File: config.mk
export PLATFORM = sky130hd
export DESIGN_NAME = alu_seq_n
export DESIGN_NICKNAME = d
export VERILOG_FILES = /design/src/rtl/alu_seq_pkg.sv /design/src/rtl/alu_seq_n_mul.sv /design/src/rtl/alu_seq_n.sv
export SDC_FILE = /design/constraint.sdc
export NUM_CORES = 1
export LEC_CHECK = 0
export ABC_AREA = 0
export BUFFER_PORTS_ARGS = -buffer_cell sky130_fd_sc_hd__buf_2
export CAP_MARGIN = 20
export CORE_ASPECT_RATIO = 0.6
export CORE_MARGIN = 10
export CORE_UTILIZATION = 49
export DETAILED_ROUTE_END_ITERATION = 8
export PLACE_DENSITY = 0.76
export SYNTH_ARGS = -nofsm -noshare
export SYNTH_HDL_FRONTEND = slang
export SYNTH_SLANG_ARGS = --single-unit
File: constraint.sdc
create_clock -name clk -period 2.4 [get_ports clk]
set_clock_uncertainty 0.15 [all_clocks]
set_input_delay 0.48 -clock clk [delete_from_list [all_inputs] [get_ports clk]]
set_output_delay 0.48 -clock clk [all_outputs]
set_load 0.02 [all_outputs]
File: src/rtl/alu_seq_pkg.sv
// Shared opcode/state encodings and constants for the alu_seq_n datapath.
package alu_seq_pkg;

    localparam int OP_W = 3;

    typedef enum logic [OP_W-1:0] {
        OP_ADD = 3'b000,
        OP_SUB = 3'b001,
        OP_AND = 3'b010,
        OP_OR  = 3'b011,
        OP_XOR = 3'b100,
        OP_ADC = 3'b101,
        OP_SHL = 3'b110,
        OP_MUL = 3'b111
    } op_e;

    typedef enum logic {
        IDLE = 1'b0,
        MUL  = 1'b1
    } state_e;

    // Arithmetic ops whose carry_out is remembered for a following ADC.
    function automatic logic sets_cflag(input op_e op);
        return op inside {OP_ADD, OP_SUB, OP_ADC};
    endfunction

endpackage

File: src/rtl/alu_seq_n_mul.sv
// Iterative shift-add multiplier: one partial product per cycle, WIDTH cycles per product.
// Only compiled when ALU_SEQ_MUL_EN is defined.
`ifdef ALU_SEQ_MUL_EN
module alu_mul_iter #(
    parameter int WIDTH = 4
) (
    input  logic               clk,
    input  logic               rst,
    input  logic               start,
    input  logic [WIDTH-1:0]   a,
    input  logic [WIDTH-1:0]   b,
    output logic               done,
    output logic [2*WIDTH-1:0] product
);

    localparam int CW = $clog2(WIDTH);

    logic               run;
    logic [CW-1:0]      cnt;
    logic [2*WIDTH-1:0] mcand;
    logic [2*WIDTH-1:0] acc;
    logic [WIDTH-1:0]   mplier;

    // product is the accumulator including this cycle's partial product, so the
    // final sum is available combinationally on the last iteration.
    assign product = acc + (mplier[0] ? mcand : '0);
    assign done    = run && (cnt == CW'(WIDTH - 1));

    // NOTE: registers are written with <= so every flop samples pre-edge values;
    // blocking assignments here would make the result depend on statement order.
    always_ff @(posedge clk) begin
        if (rst) begin
            run <= 1'b0;
            cnt <= '0;
        end else if (start) begin
            run <= 1'b1;
            cnt <= '0;
        end else if (run) begin
            cnt <= cnt + 1'b1;
            if (done) run <= 1'b0;
        end
    end

    // NOTE: datapath registers carry no reset; they are reloaded on every start
    // and only observed while run is high.
    always_ff @(posedge clk) begin
        if (start) begin
            mcand  <= {{WIDTH{1'b0}}, a};
            mplier <= b;
            acc    <= '0;
        end else if (run) begin
            acc    <= product;
            mcand  <= mcand << 1;
            mplier <= mplier >> 1;
        end
    end

endmodule
`endif

File: src/rtl/alu_seq_n.sv
// Handshaked WIDTH-bit ALU with stored carry (ADC), barrel shift and flags.
// Define ALU_SEQ_MUL_EN to build the iterative multiplier for op 111.
module alu_seq_n
    import alu_seq_pkg::*;
#(
    parameter int WIDTH = 4
) (
    input  logic             clk,
    input  logic             rst,
    input  logic             in_valid,
    output logic             in_ready,
    input  logic [WIDTH-1:0] a,
    input  logic [WIDTH-1:0] b,
    input  logic [OP_W-1:0]  op,
    output logic             out_valid,
    input  logic             out_ready,
    output logic [WIDTH-1:0] y,
    output logic             carry_out,
    output logic             overflow,
    output logic             zero,
    output logic             sign,
    output logic             busy
);

    localparam int SHW = $clog2(WIDTH);
    localparam int MSB = WIDTH - 1;

    op_e                op_cur;
    logic               accept;
    logic               mul_idle;
    logic               mul_start;
    logic               mul_done;
    logic [2*WIDTH-1:0] mul_product;
    logic               load;
    logic               cflag;
    logic [WIDTH:0]     wide;
    logic [WIDTH-1:0]   res_y;
    logic               res_c;
    logic               res_v;

    assign op_cur   = op_e'(op);
    assign in_ready = mul_idle && (!out_valid || out_ready);
    assign accept   = in_valid && in_ready;
    assign load     = (accept && !mul_start) || mul_done;

`ifdef ALU_SEQ_MUL_EN
    state_e state;

    assign mul_idle  = (state == IDLE);
    assign mul_start = accept && (op_cur == OP_MUL);

    alu_mul_iter #(.WIDTH(WIDTH)) u_mul (
        .clk     (clk),
        .rst     (rst),
        .start   (mul_start),
        .a       (a),
        .b       (b),
        .done    (mul_done),
        .product (mul_product)
    );

    always_ff @(posedge clk) begin
        if (rst) begin
            state <= IDLE;
            busy  <= 1'b0;
        end else begin
            case (state)
                IDLE: if (mul_start) begin
                    state <= MUL;
                    busy  <= 1'b1;
                end
                MUL: if (mul_done) begin
                    state <= IDLE;
                    busy  <= 1'b0;
                end
            endcase
        end
    end
`else
    assign mul_idle    = 1'b1;
    assign mul_start   = 1'b0;
    assign mul_done    = 1'b0;
    assign mul_product = '0;
    assign busy        = 1'b0;
`endif

    // NOTE: every output of this block gets a default first so no path through
    // the case leaves a variable unassigned and infers a latch.
    always_comb begin
        wide  = '0;
        res_y = '0;
        res_c = 1'b0;
        res_v = 1'b0;
        if (mul_done) begin
            res_y = mul_product[WIDTH-1:0];
            res_c = |mul_product[2*WIDTH-1:WIDTH];
        end else begin
            case (op_cur)
                OP_ADD: begin
                    wide  = {1'b0, a} + {1'b0, b};
                    res_y = wide[WIDTH-1:0];
                    res_c = wide[WIDTH];
                    res_v = (a[MSB] == b[MSB]) && (res_y[MSB] != a[MSB]);
                end
                OP_SUB: begin
                    wide  = {1'b0, a} - {1'b0, b};
                    res_y = wide[WIDTH-1:0];
                    res_c = !wide[WIDTH];  // carry is the inverted borrow
                    res_v = (a[MSB] != b[MSB]) && (res_y[MSB] != a[MSB]);
                end
                OP_ADC: begin
                    wide  = {1'b0, a} + {1'b0, b} + {{WIDTH{1'b0}}, cflag};
                    res_y = wide[WIDTH-1:0];
                    res_c = wide[WIDTH];
                    res_v = (a[MSB] == b[MSB]) && (res_y[MSB] != a[MSB]);
                end
                OP_AND: res_y = a & b;
                OP_OR:  res_y = a | b;
                OP_XOR: res_y = a ^ b;
                OP_SHL: begin
                    // The extra top bit catches the last bit shifted out.
                    wide  = {1'b0, a} << b[SHW-1:0];
                    res_y = wide[WIDTH-1:0];
                    res_c = wide[WIDTH];
                end
                default: ;  // multiply result arrives via mul_done, or is zero when disabled
            endcase
        end
    end

    always_ff @(posedge clk) begin
        if (rst) begin
            out_valid <= 1'b0;
            y         <= '0;
            carry_out <= 1'b0;
            overflow  <= 1'b0;
            zero      <= 1'b0;
            sign      <= 1'b0;
            cflag     <= 1'b0;
        end else begin
            if (load) begin
                out_valid <= 1'b1;
                y         <= res_y;
                carry_out <= res_c;
                overflow  <= res_v;
                zero      <= (res_y == '0);
                sign      <= res_y[MSB];
            end else if (out_ready) begin
                out_valid <= 1'b0;
            end
            if (accept && sets_cflag(op_cur)) cflag <= res_c;
        end
    end

endmodule

==> results of run 1 <==
## layout by cell type (no fill, tap or decap), drive strengths merged, types with 5 or more instances in the layout
cell type / Yosys / layout
a211oi: 7 / 7
a21oi: 8 / 8
buf: 8 / 47
dfxtp: 9 / 9
ha: 15 / 15
inv: 15 / 15
mux2i: 5 / 5
nand2: 9 / 9
nor2: 17 / 17
nor3: 10 / 10
xnor2: 9 / 9
## how the worst min path moves through the flow
stage               slack, ns                    from                     end
global route             0.35  carry_out$_SDFFE_PP0P_  carry_out$_SDFFE_PP0P_
global placement         0.31  carry_out$_SDFFE_PP0P_  carry_out$_SDFFE_PP0P_
detailed placement       0.32  carry_out$_SDFFE_PP0P_  carry_out$_SDFFE_PP0P_
floorplan                0.34      cflag$_SDFFE_PP0P_      cflag$_SDFFE_PP0P_
finish                   0.32  carry_out$_SDFFE_PP0P_  carry_out$_SDFFE_PP0P_
CTS                      0.32  carry_out$_SDFFE_PP0P_  carry_out$_SDFFE_PP0P_
## through the flow
step / setup slack [ns] / util, %
2_1_floorplan: 0.00593 / -
3_3_place_gp: -0.275 / 61.1
3_5_place_dp: -0.300 / 61.1
4_1_cts: 0.0475 / 64.9
5_1_grt: 0.00117 / 65.5
6_report: 0.0815 / 65.5
## registers in the layout, summed over array words and instances, names as in the netlist
signal	flops
y	4
carry_out	1
cflag	1
out_valid	1
overflow	1
zero	1
## where the power goes
group / switching, W / internal, W / leakage (nW)
clock: 0.0000623 / 0.000116 / 0.0228
sequential: 0.00000564 / 0.000160 / 0.0740
combinational: 0.000176 / 0.000142 / 0.689
## area by class of cell
| class | count | share of cell area (%) |
|---|---|---|
| clock buffers | 4 | 2.79 |
| inverters | 15 | 3.48 |
| multi-input cells | 125 | 61.5 |
| flip-flops and latches | 9 | 11.1 |
| well taps | 32 | 2.48 |
| repair buffers | 47 | 18.7 |
## metal layers
metal | routed length [µm] | part of all wire (%)
met1 | 1720 | 46
met2 | 1760 | 47
met5 | 0 | 0
met3 | 262 | 7.0
met4 | 0 | 0
## critical path, stage by stage
cell      delay, ns
buf_4          0.10
ha_4           0.13
inv_2          0.04
fa_2           0.53
inv_2          0.05
ha_4           0.22
inv_1          0.05
mux2i_1        0.06
a22oi_1        0.16
nor2_1         0.07
a211oi_2       0.25
a41o_1         0.20
## cell families (layout without fill, tap and decap cells)
kind of cell	Yosys count	count (layout)
other cells	1	1
xor+xnor	9	9
compound gates	39	39
simple gates	54	54
fa+ha+maj	17	17
buf+inv	27	66
flops	9	9
mux	5	5
## what timing repair did
action | in CTS | in global routing
setup buffers | 1 | 0
resized for setup | 9 | 4
endpoints found under the setup margin | 3 | 4
pin swaps | 6 | 2
==> flow_summary.ini, run 1 <==
[power]
p_leak_nw = 0.785
vdd.ir_drop.worst_v = 0.000211
p_per_area_nw_per_um2 = 410
power.total_w = 0.000662

[floorplan]
core_um2 = 2470
ios = 26
die_w_um = 85.1
die_h_um = 59.1
start_util_pct = 50.5
die-area_um2 = 5030
rows = 14

[yosys]
syn_inst = 161
synth_area_leaders = ha_1, dfxtp_1, xnor2_1
synth_top_area_share_pct = 15.0
post-synth-top-count-cell = nor2_1
synthArstFlopShare_pct = 0
syn-cell-area_um2 = 1250
ys_seq_elements = 9
synth.cells.most_frequent = nor2_1, ha_1, inv_1
synth.area.mux_share_pct = 4.01
yosys_most_used_dff = dfxtp_1
synth_fa_ha_area_share_pct = 18.3
synth_xor_xnor_area_share_pct = 6.32
syn_nets = 193
synth_compound_area_share_pct = 24.1
synth_top_area_cell = ha_1
ys.warnings.count = 0
syn_area_per_cell_um2 = 7.75
synth-simple-area-share_pct = 21.5
ys_seq_area_share_pct = 14.4
synth_top_family_by_area = compound AO/OA/AOI/OAI gates
synth_edf_count = 0
yosysUniqueCellTypes = 46

[global_route]
grt.busiest_layer = met2
grt_start_max_net_pins = 19
met3_usage_pct = 3.57
grt_antenna_before_repair = 0
use_met1_pct = 18.8
grt_pass1_wl_um = 6120
overflow = 0
gr-usage-met2_pct = 24.4
grt_pass1_vias = 1303
grt_util_all_layers_pct = 14.4

[sta]
timing.fmax_mhz = 431
period_share_pct = 96.6
hold_viol_final = 0
hold_slack_ns = 0.320
finalSetupTns_ns = 0
rsz0062_at_grt = false
slew_violations = 0
setup_viol = 0
period_needed_ns = 2.32

[clocking]
cts_root_buffer = clkbuf_8
insertion_delay_ns = 0.23
postCtsHoldBufs = 0
clk_pin_slew_ns = 0.05
cts.sinks = 9
cts_tree = done
htree_levels = 1
clockBufferDepth = 2
cts-buffers-inserted = 3

[detailed_routing]
initialDrtViolationCount = 99
drt-total-wl_um = 3740
drt_pass1_iterations = 4
drc = 0
ant_nets = 0
wl_per_cell_um = 16.1
dr_total_vias = 1285
avgViaCountPerCell = 5.54

[setup_path]
worstSetupStartpoint = a[0]
crit_path_end_kind = flop
required_ns = 2.43
r2r-end = zero$_SDFFE_PP0P_
rr_worst_depth = 8
timing.rr.start = cflag$_SDFFE_PP0P_
critPathKind = primary input to flop
arrival_ns = 2.35
cp_max_fo = 2
rrSetupSlack_ns = 0.62
crit_path_end = zero$_SDFFE_PP0P_
worstSetupStartpointType = primary input

[finish]
antenna_cells = 0
nFillCells = 220
drive_gt1_share_pct = 35.5
design_area_um2 = 1620
final-instance-count-excl-fill = 232
layout.nets = 233
area_growth_pct = 29.6
seqCellArea_um2 = 180
multiInputGateArea_um2 = 993

[placed_design]
place_hpwl_um = 2910
placedCellCount = 227
io_buffers = 24
place_area_um2 = 1510
gp_congestion = 0.905

[worst_hold_path]
whs_path_depth = 2
hp-class = flop to flop

[run]
maxCapViolations = 0

[outcome]
status = completed
No activity file was read; power rests on OpenSTA's default activity.
==> run 2, diff against run 1 <==
==> constraint.sdc (replaced) <==
create_clock -name clk -period 2 [get_ports clk]
set_clock_uncertainty 0.15 [all_clocks]
set_input_delay 0.4 -clock clk [delete_from_list [all_inputs] [get_ports clk]]
set_output_delay 0.4 -clock clk [all_outputs]
set_load 0.02 [all_outputs]
==> run 2 against run 1 <==
Critical path depth unchanged. Non-clock buffer count up 12. Die area unchanged. Wire length up 4.0%. The run now ends with setup timing left. Sequential share of layout area down 1.1 points. Critical endpoint unchanged. Final cell count up 5.2%. Total power up 29%.
==> flow_summary.ini, run 2 (synthesis results as in run 1) <==
[placed_design]
place_area_um2 = 1620
io_buffers = 24
gp_congestion = 0.889
place_hpwl_um = 3100
dp_slack_ns = -0.646

[finish]
drive_gt1_share_pct = 42.0
final_common_cell = buf_4
layout.nets = 245
nFillCells = 193
top_register = y
largest_reg_flops = 4
design_area_um2 = 1790
final_cell_mix = buf_4, buf_2, nor2_1, ha_1, inv_1
area_growth_pct = 43.6
antenna_cells = 0

[global_route]
grt_antenna_before_repair = 0
grt_pass1_wl_um = 6350
grt_util_all_layers_pct = 15.0
grt_start_max_net_pins = 19
overflow = 0
grt_pass1_vias = 1387

[clocking]
cts.sinks = 9
postCtsHoldBufs = 0
clk_pin_slew_ns = 0.05
cts_root_buffer = clkbuf_8
cts_tree = done
htree_levels = 1
cts-buffers-inserted = 3
clockBufferDepth = 2
insertion_delay_ns = 0.23

[power]
vdd.ir_drop.worst_v = 0.000311
power.total_w = 0.000852
p_leak_nw = 0.867
p_per_area_nw_per_um2 = 475

[setup_path]
critPathKind = primary input to flop
timing.rr.start = cflag$_SDFFE_PP0P_
required_ns = 1.97
r2r-end = zero$_SDFFE_PP0P_
rr_worst_depth = 8
rrSetupSlack_ns = 0.19
arrival_ns = 2.18
cp_max_fo = 4
crit_path_end_kind = flop
worstSetupStartpointType = primary input

[worst_hold_path]
hp-class = primary input to flop
whs_path_depth = 3
hp-start = in_valid
hold_end = out_valid$_SDFFE_PP0P_

[detailed_routing]
wl_per_cell_um = 16.0
drc = 0
avgViaCountPerCell = 5.55
dr_total_vias = 1353
ant_nets = 0
initialDrtViolationCount = 96
drt_pass1_iterations = 4
drt-total-wl_um = 3890

[floorplan]
start_util_pct = 50.5
rows = 14
ios = 26
core_um2 = 2470
die_w_um = 85.1
die-area_um2 = 5030
die_h_um = 59.1

[sta]
setup_viol = 7
slew_violations = 0
rsz0062_at_grt = true
timing.fmax_mhz = 452
period_share_pct = 111
finalSetupTns_ns = -0.900
hold_viol_final = 0
period_needed_ns = 2.21
hold_slack_ns = 0.276
fin_ws_ns = -0.211

[run]
maxCapViolations = 0

[outcome]
status = finished, violations left
violations = setup timing
## run 2: what timing repair did
| item | CTS | global route |
|---|---|---|
| pin swaps | 13 | 8 |
| buffers inserted | 3 | 1 |
| gates resized for setup | 15 | 6 |
| endpoints found under the setup margin | 7 | 7 |
## run 2: cell type report
cell class	instances	area, µm²	area share [%]
Inverter	15	56.3	3.14
Multi-Input combinational cell	125	1060	59.1
Timing Repair Buffer	59	410	22.9
Clock buffer	4	45.0	2.51
Tap cell	32	40.0	2.23
Sequential cell	9	180	10.1
## run 2: power by group
group          total, W  switching [W]  internal, W
sequential     0.000199     0.00000663     0.000193
clock          0.000211      0.0000717     0.000139
combinational  0.000442       0.000232     0.000210
## run 2: worst max-delay path, cell delays in order
cell and delay, ns:
buf_8 0.09, ha_4 0.13, inv_2 0.03, fa_2 0.52, inv_2 0.05, ha_4 0.25, inv_2 0.03, mux2i_1 0.15
a22oi_1 0.09, nor2_1 0.14, a211oi_2 0.06, a41o_1 0.25
## run 2: how the worst max path moves through the flow
stage	from	endpoint	slack [ns]	depth (start not counted)
2_1_floorplan	a[0]	zero$_SDFFE_PP0P_	-0.23	11
3_3_place_gp	a[0]	zero$_SDFFE_PP0P_	-0.51	10
3_5_place_dp	a[0]	y[3]$_SDFFE_PP0P_	-0.65	10
4_1_cts	b[0]	zero$_SDFFE_PP0P_	-0.20	12
5_1_grt	b[0]	zero$_SDFFE_PP0P_	-0.27	12
6_report	b[0]	zero$_SDFFE_PP0P_	-0.21	12
## run 2: through the flow
stage | util (%) | cells
finish | 72.5 | 244
global route | 72.5 | 244
CTS | 70.8 | 243
detailed placement | 65.4 | 236
global placement | 65.4 | 236
floorplan | - | 161
## run 2: metal layers
metal | up-vias | global-route usage, % | part of all wire [%] | wire, µm
li1 | 663 | - | - | -
met1 | 635 | 18.1 | 43 | 1680
met2 | 49 | 27.2 | 49 | 1930
met3 | 6 | 3.43 | 6.2 | 243
met4 | 0 | 2.34 | 1.1 | 44
met5 | - | 0 | 0 | 0
